<file path="src/rtl/serial_arith_pkg.sv">
// rtl/serial_arith_pkg.sv - shared state type and sizing helper for the serial subtractor
package serial_arith_pkg;

    typedef enum logic [1:0] {
        IDLE  = 2'd0,
        SHIFT = 2'd1,
        DONE  = 2'd2
    } ser_state_t;

    // Bit counter only needs to reach WIDTH-1; keep at least one bit.
    function automatic int cnt_width(input int width);
        return (width <= 2) ? 1 : $clog2(width);
    endfunction

endpackage

</file>
<file path="src/rtl/full_subtractor.sv">
// rtl/full_subtractor.sv - combinational one-bit full subtractor cell (x - y - bin)
module full_subtractor (
    input  logic x,
    input  logic y,
    input  logic bin,
    output logic d,
    output logic bout
);

    assign d    = x ^ y ^ bin;
    assign bout = (~x & y) | (~(x ^ y) & bin);

endmodule

</file>
<file path="src/rtl/serial_subtractor.sv">
// rtl/serial_subtractor.sv - bit-serial LSB-first a - b with start/busy/done; SERIAL_SUB_OVERFLOW_EN adds ovf
module serial_subtractor
    import serial_arith_pkg::*;
#(
    parameter int WIDTH = 8
) (
    input  logic             clk,
    input  logic             rst,
    input  logic             start,
    input  logic [WIDTH-1:0] a,
    input  logic [WIDTH-1:0] b,
    output logic             busy,
    output logic             done,
    output logic [WIDTH-1:0] diff,
`ifdef SERIAL_SUB_OVERFLOW_EN
    output logic             borrow,
    output logic             ovf
`else
    output logic             borrow
`endif
);

    localparam int CW = cnt_width(WIDTH);

    ser_state_t       state;
    logic [WIDTH-1:0] sa;
    logic [WIDTH-1:0] sb;
    logic [WIDTH-1:0] sd;
    logic [CW-1:0]    cnt;
    logic             bfl;
    logic             cell_d;
    logic             cell_bo;
    logic [WIDTH-1:0] sd_next;

    full_subtractor u_cell (
        .x    (sa[0]),
        .y    (sb[0]),
        .bin  (bfl),
        .d    (cell_d),
        .bout (cell_bo)
    );

    // New difference bit enters at the MSB; after WIDTH shifts the LSB has reached bit 0.
    assign sd_next = (sd >> 1) | {cell_d, {(WIDTH-1){1'b0}}};

`ifdef SERIAL_SUB_OVERFLOW_EN
    logic a_msb;
    logic b_msb;
`endif

    always_ff @(posedge clk) begin
        if (rst) begin
            state  <= IDLE;
            busy   <= 1'b0;
            done   <= 1'b0;
            diff   <= '0;
            borrow <= 1'b0;
            sa     <= '0;
            sb     <= '0;
            sd     <= '0;
            cnt    <= '0;
            bfl    <= 1'b0;
`ifdef SERIAL_SUB_OVERFLOW_EN
            ovf    <= 1'b0;
            a_msb  <= 1'b0;
            b_msb  <= 1'b0;
`endif
        end else begin
            case (state)
                IDLE: begin
                    done <= 1'b0;
                    if (start) begin
                        sa    <= a;
                        sb    <= b;
                        cnt   <= '0;
                        bfl   <= 1'b0;
                        busy  <= 1'b1;
                        state <= SHIFT;
`ifdef SERIAL_SUB_OVERFLOW_EN
                        a_msb <= a[WIDTH-1];
                        b_msb <= b[WIDTH-1];
`endif
                    end
                end
                SHIFT: begin
                    sa  <= sa >> 1;
                    sb  <= sb >> 1;
                    sd  <= sd_next;
                    bfl <= cell_bo;
                    cnt <= cnt + CW'(1);
                    if (cnt == CW'(WIDTH-1)) begin
                        diff   <= sd_next;
                        borrow <= cell_bo;
                        busy   <= 1'b0;
                        done   <= 1'b1;
                        state  <= DONE;
`ifdef SERIAL_SUB_OVERFLOW_EN
                        ovf    <= (a_msb != b_msb) && (cell_d != a_msb);
`endif
                    end
                end
                DONE: begin
                    done  <= 1'b0;
                    state <= IDLE;
                end
                default: begin
                    busy  <= 1'b0;
                    done  <= 1'b0;
                    state <= IDLE;
                end
            endcase
        end
    end

endmodule
</file>
<file path="config.mk">
export PLATFORM = sky130hd
export DESIGN_NAME = serial_subtractor
export DESIGN_NICKNAME = d
export VERILOG_FILES = /design/src/rtl/serial_arith_pkg.sv /design/src/rtl/full_subtractor.sv /design/src/rtl/serial_subtractor.sv
export SDC_FILE = /design/constraint.sdc
export NUM_CORES = 1
export LEC_CHECK = 0
export ABC_AREA = 1
export CAP_MARGIN = 20
export CORE_UTILIZATION = 30
export CTS_BUF_LIST = sky130_fd_sc_hd__clkbuf_4 sky130_fd_sc_hd__clkbuf_8 sky130_fd_sc_hd__clkbuf_16
export CTS_CLUSTER_DIAMETER = 80
export DETAILED_ROUTE_END_ITERATION = 10
export SLEW_MARGIN = 10
export SYNTH_ARGS = -nofsm -noshare
export SYNTH_HDL_FRONTEND = slang
export SYNTH_SLANG_ARGS = --single-unit
</file>
<file path="constraint.sdc">
create_clock -name clk -period 1.2 [get_ports clk]
set_input_delay 0.12 -clock clk [delete_from_list [all_inputs] [get_ports clk]]
set_output_delay 0.12 -clock clk [all_outputs]
set_load 0.03 [all_outputs]
</file>
==> out/qor.yml <==
post_cts_buffers: 0
timing.slew.headroom_pct: 79.65
grt_pass1_wl_um: 6154
drc_errors: 0
ys_ff_latch: 40
place.gp.congestion: 0.7565
drt_iter0_drc: 72
r2r_start: "bfl"
dp_cells: 373
synthArstFlopShare_pct: 0
synth_edf_count: 0
hp-class: "in2reg"
fin_nets: 331
vias: 1566
fp.dieArea_um2: 6204
post-route-period-util_pct: 96.15
rsz0062_at_grt: "true"
status: "finished, final reports clean"
drive_gt1_share_pct: 11.33
yosysWarnings: 0
skew_ns: 0.002156
ys_top_cells_by_area: "dfxtp_1, nand2_1, nor2_1, inv_1, o21ai_0"
start_kind: "register"
synth.largest_area_cell: "dfxtp_1"
grt.total_usage_pct: 12.62
met2_length_um: 1496
maxSlewViolCount: 0
io_pins: 30
overflow: 0
avgSynthCellArea_um2: 6.548
routed.top_layer: "met4"
numCtsBuffers: 5
dp_hpwl_um: 2304
cpPeakStageDelay_ns: 0.50
drv_cap: 0
cts.sinks: 40
wl_met1_um: 1710
initial_core_util_pct: 31.53
ys_top_cells_by_count: "nand2_1, nor2_1, dfxtp_1"
cts_root_buffer: "clkbuf_8"
post-route-min-period_ns: 1.154
synth_cell_types: 19
crit_buf_inv: 1
crit_fanout: 2
io_buffers: 29
peakVddDrop_uv: 548.7
yosysTopAreaCellShare_pct: 45.29
stdcell_count: 381
critPathTopFamily: "adder cells"
min_to: "sa[7]"
cts_tree: "done"
worst-setup-path-type: "reg2reg"
setup_tns_ns: 0
antenna_found_initial: 0
clk_pin_slew_ns: 0.07
finalHoldViolations: 0
synth_area_um2: 1768
clk_path_buf_depth: 2
hp-start: "a[7]"
dp_slack_ns: -0.1123
routed_wl_um: 3414
vias_per_cell: 4.110
pwr_density_cell_nw_per_um2: 1259
cp_cell_sequence: "inv_2, fa_1, o21ai_1, nor2_1"
end_kind: "register"
yosysMostFrequentCell: "nand2_1"
rrSetupSlack_ns: 0.05
setup_slack_ns: 0.04615
wl_per_cell_um: 8.961
grt_max_degree: 29
setup_viol: 0
yosysSeqAreaShare_pct: 45.29
syn-instance-count: 270
area_growth_syn_to_layout_pct: 31.56
grt_pass1_vias: 1448
cts_max_level: 2
synth_nets: 292
clk_latency_ns: 0.28
crit_arrival_ns: 1.34
coreArea_um2: 5608
r2r_cells: 4
hold_path_depth: 3
die_w_um: 78.77
fmax_ghz: 0.8667
timing.rr.end: "sd[7]"
p_leak_nw: 1.177
die_height_um: 78.77
drtAntennaViolNets: 0
insertedDiodeCount: 0
worst_pin_slew_ns: 0.3064
first_pass_iters: 2
rows: 27
cp_slowest_cell: "fa_1"
crit_required_ns: 1.39
synthFlopType: "dfxtp_1"
route.met3.wl_um: 136
[registers in the layout, summed over array words and instances (netlist names)]
| signal | cells |
|---|---|
| bfl | 1 |
| borrow | 1 |
| busy | 1 |
| cnt | 3 |
| diff | 8 |
| done | 1 |
| sa | 8 |
| sb | 8 |
| sd | 7 |
| state | 2 |
[layer usage]
metal,global-route usage (%),vias to the layer above
li1,-,876
met3,3.218,5
met5,0,-
met4,5.556,0
met1,15.72,661
met2,20.43,24
[cells in the final DEF (no fill, tap or decap)]
cell type,count
nand3_1,5
dlygate4sd2_1,9
o21ai_0,12
inv_1,28
inv_2,3
clkbuf_8,7
nand2_4,4
ha_2,1
dfxtp_1,37
nor2_4,1
nand2_1,81
o21ai_1,2
clkinv_1,1
clkdlybuf4s50_1,18
nor2_2,2
clkdlybuf4s15_1,2
nor2_1,75
fa_1,1
buf_4,12
ha_4,1
a21oi_1,2
dfxtp_2,3
nand4_1,1
buf_12,1
[cell families (layout without fill, tap and decap cells)]
kind of cell               count (synthesis)  count (layout)  synth area share [%]
and+or+nand+nor                          168             169                 37.58
adders and majority gates                  3               3                 2.548
DFF                                       40              40                 45.29
AOI/OAI and AO/OA                         16              16                 4.530
buffers and inverters                     43              81                 10.05
[stage by stage]
step                instance area, um^2  hold WS [ns]  util, %  power, W
detailed placement                 2201        0.4542    39.25  0.001999
CTS                                2302        0.3849    41.05  0.002962
finish                             2326        0.3877    41.48  0.002927
global placement                   2201        0.4497    39.25  0.001995
floorplan                          1768        0.1891        -  0.001815
global route                       2326        0.4117    41.48  0.003101
[worst max path at each step]
stage | end | startpoint | cells after the start
final | sd[7] | bfl | 4
after global routing | sd[7] | bfl | 4
after CTS | sd[7] | sb[0] | 4
after detailed placement | sa[6] | start | 6
after global placement | sb[7] | rst | 5
after floorplan | diff[0] | cnt[0] | 7
[cell type report]
| type | count | area, um^2 |
|---|---|---|
| inverter | 32 | 120.1 |
| sequential | 40 | 804.5 |
| tap | 72 | 90.09 |
| multi-input combinational | 188 | 825.8 |
| clock buffer | 7 | 96.34 |
| timing repair buffer | 42 | 389.1 |
| fill | 631 | 3282 |
[power breakdown]
part | switching [W] | internal, W
clock network | 0.000440 | 0.000512
registers | 0.0000443 | 0.00142
logic | 0.000281 | 0.000227
[worst register-to-register path, stage by stage, from the launching register on]
cell and delay (ns):
dfxtp_2 0.34, inv_2 0.04, fa_1 0.50, o21ai_1 0.14
nor2_1 0.05
[timing repair]
item	in CTS	in global routing
resized for setup	13	12
pin swaps	1	4
gates cloned	1	0
hold buffers	0	0
setup endpoints to repair	20	15
No activity file was read; power rests on OpenSTA's default activity.
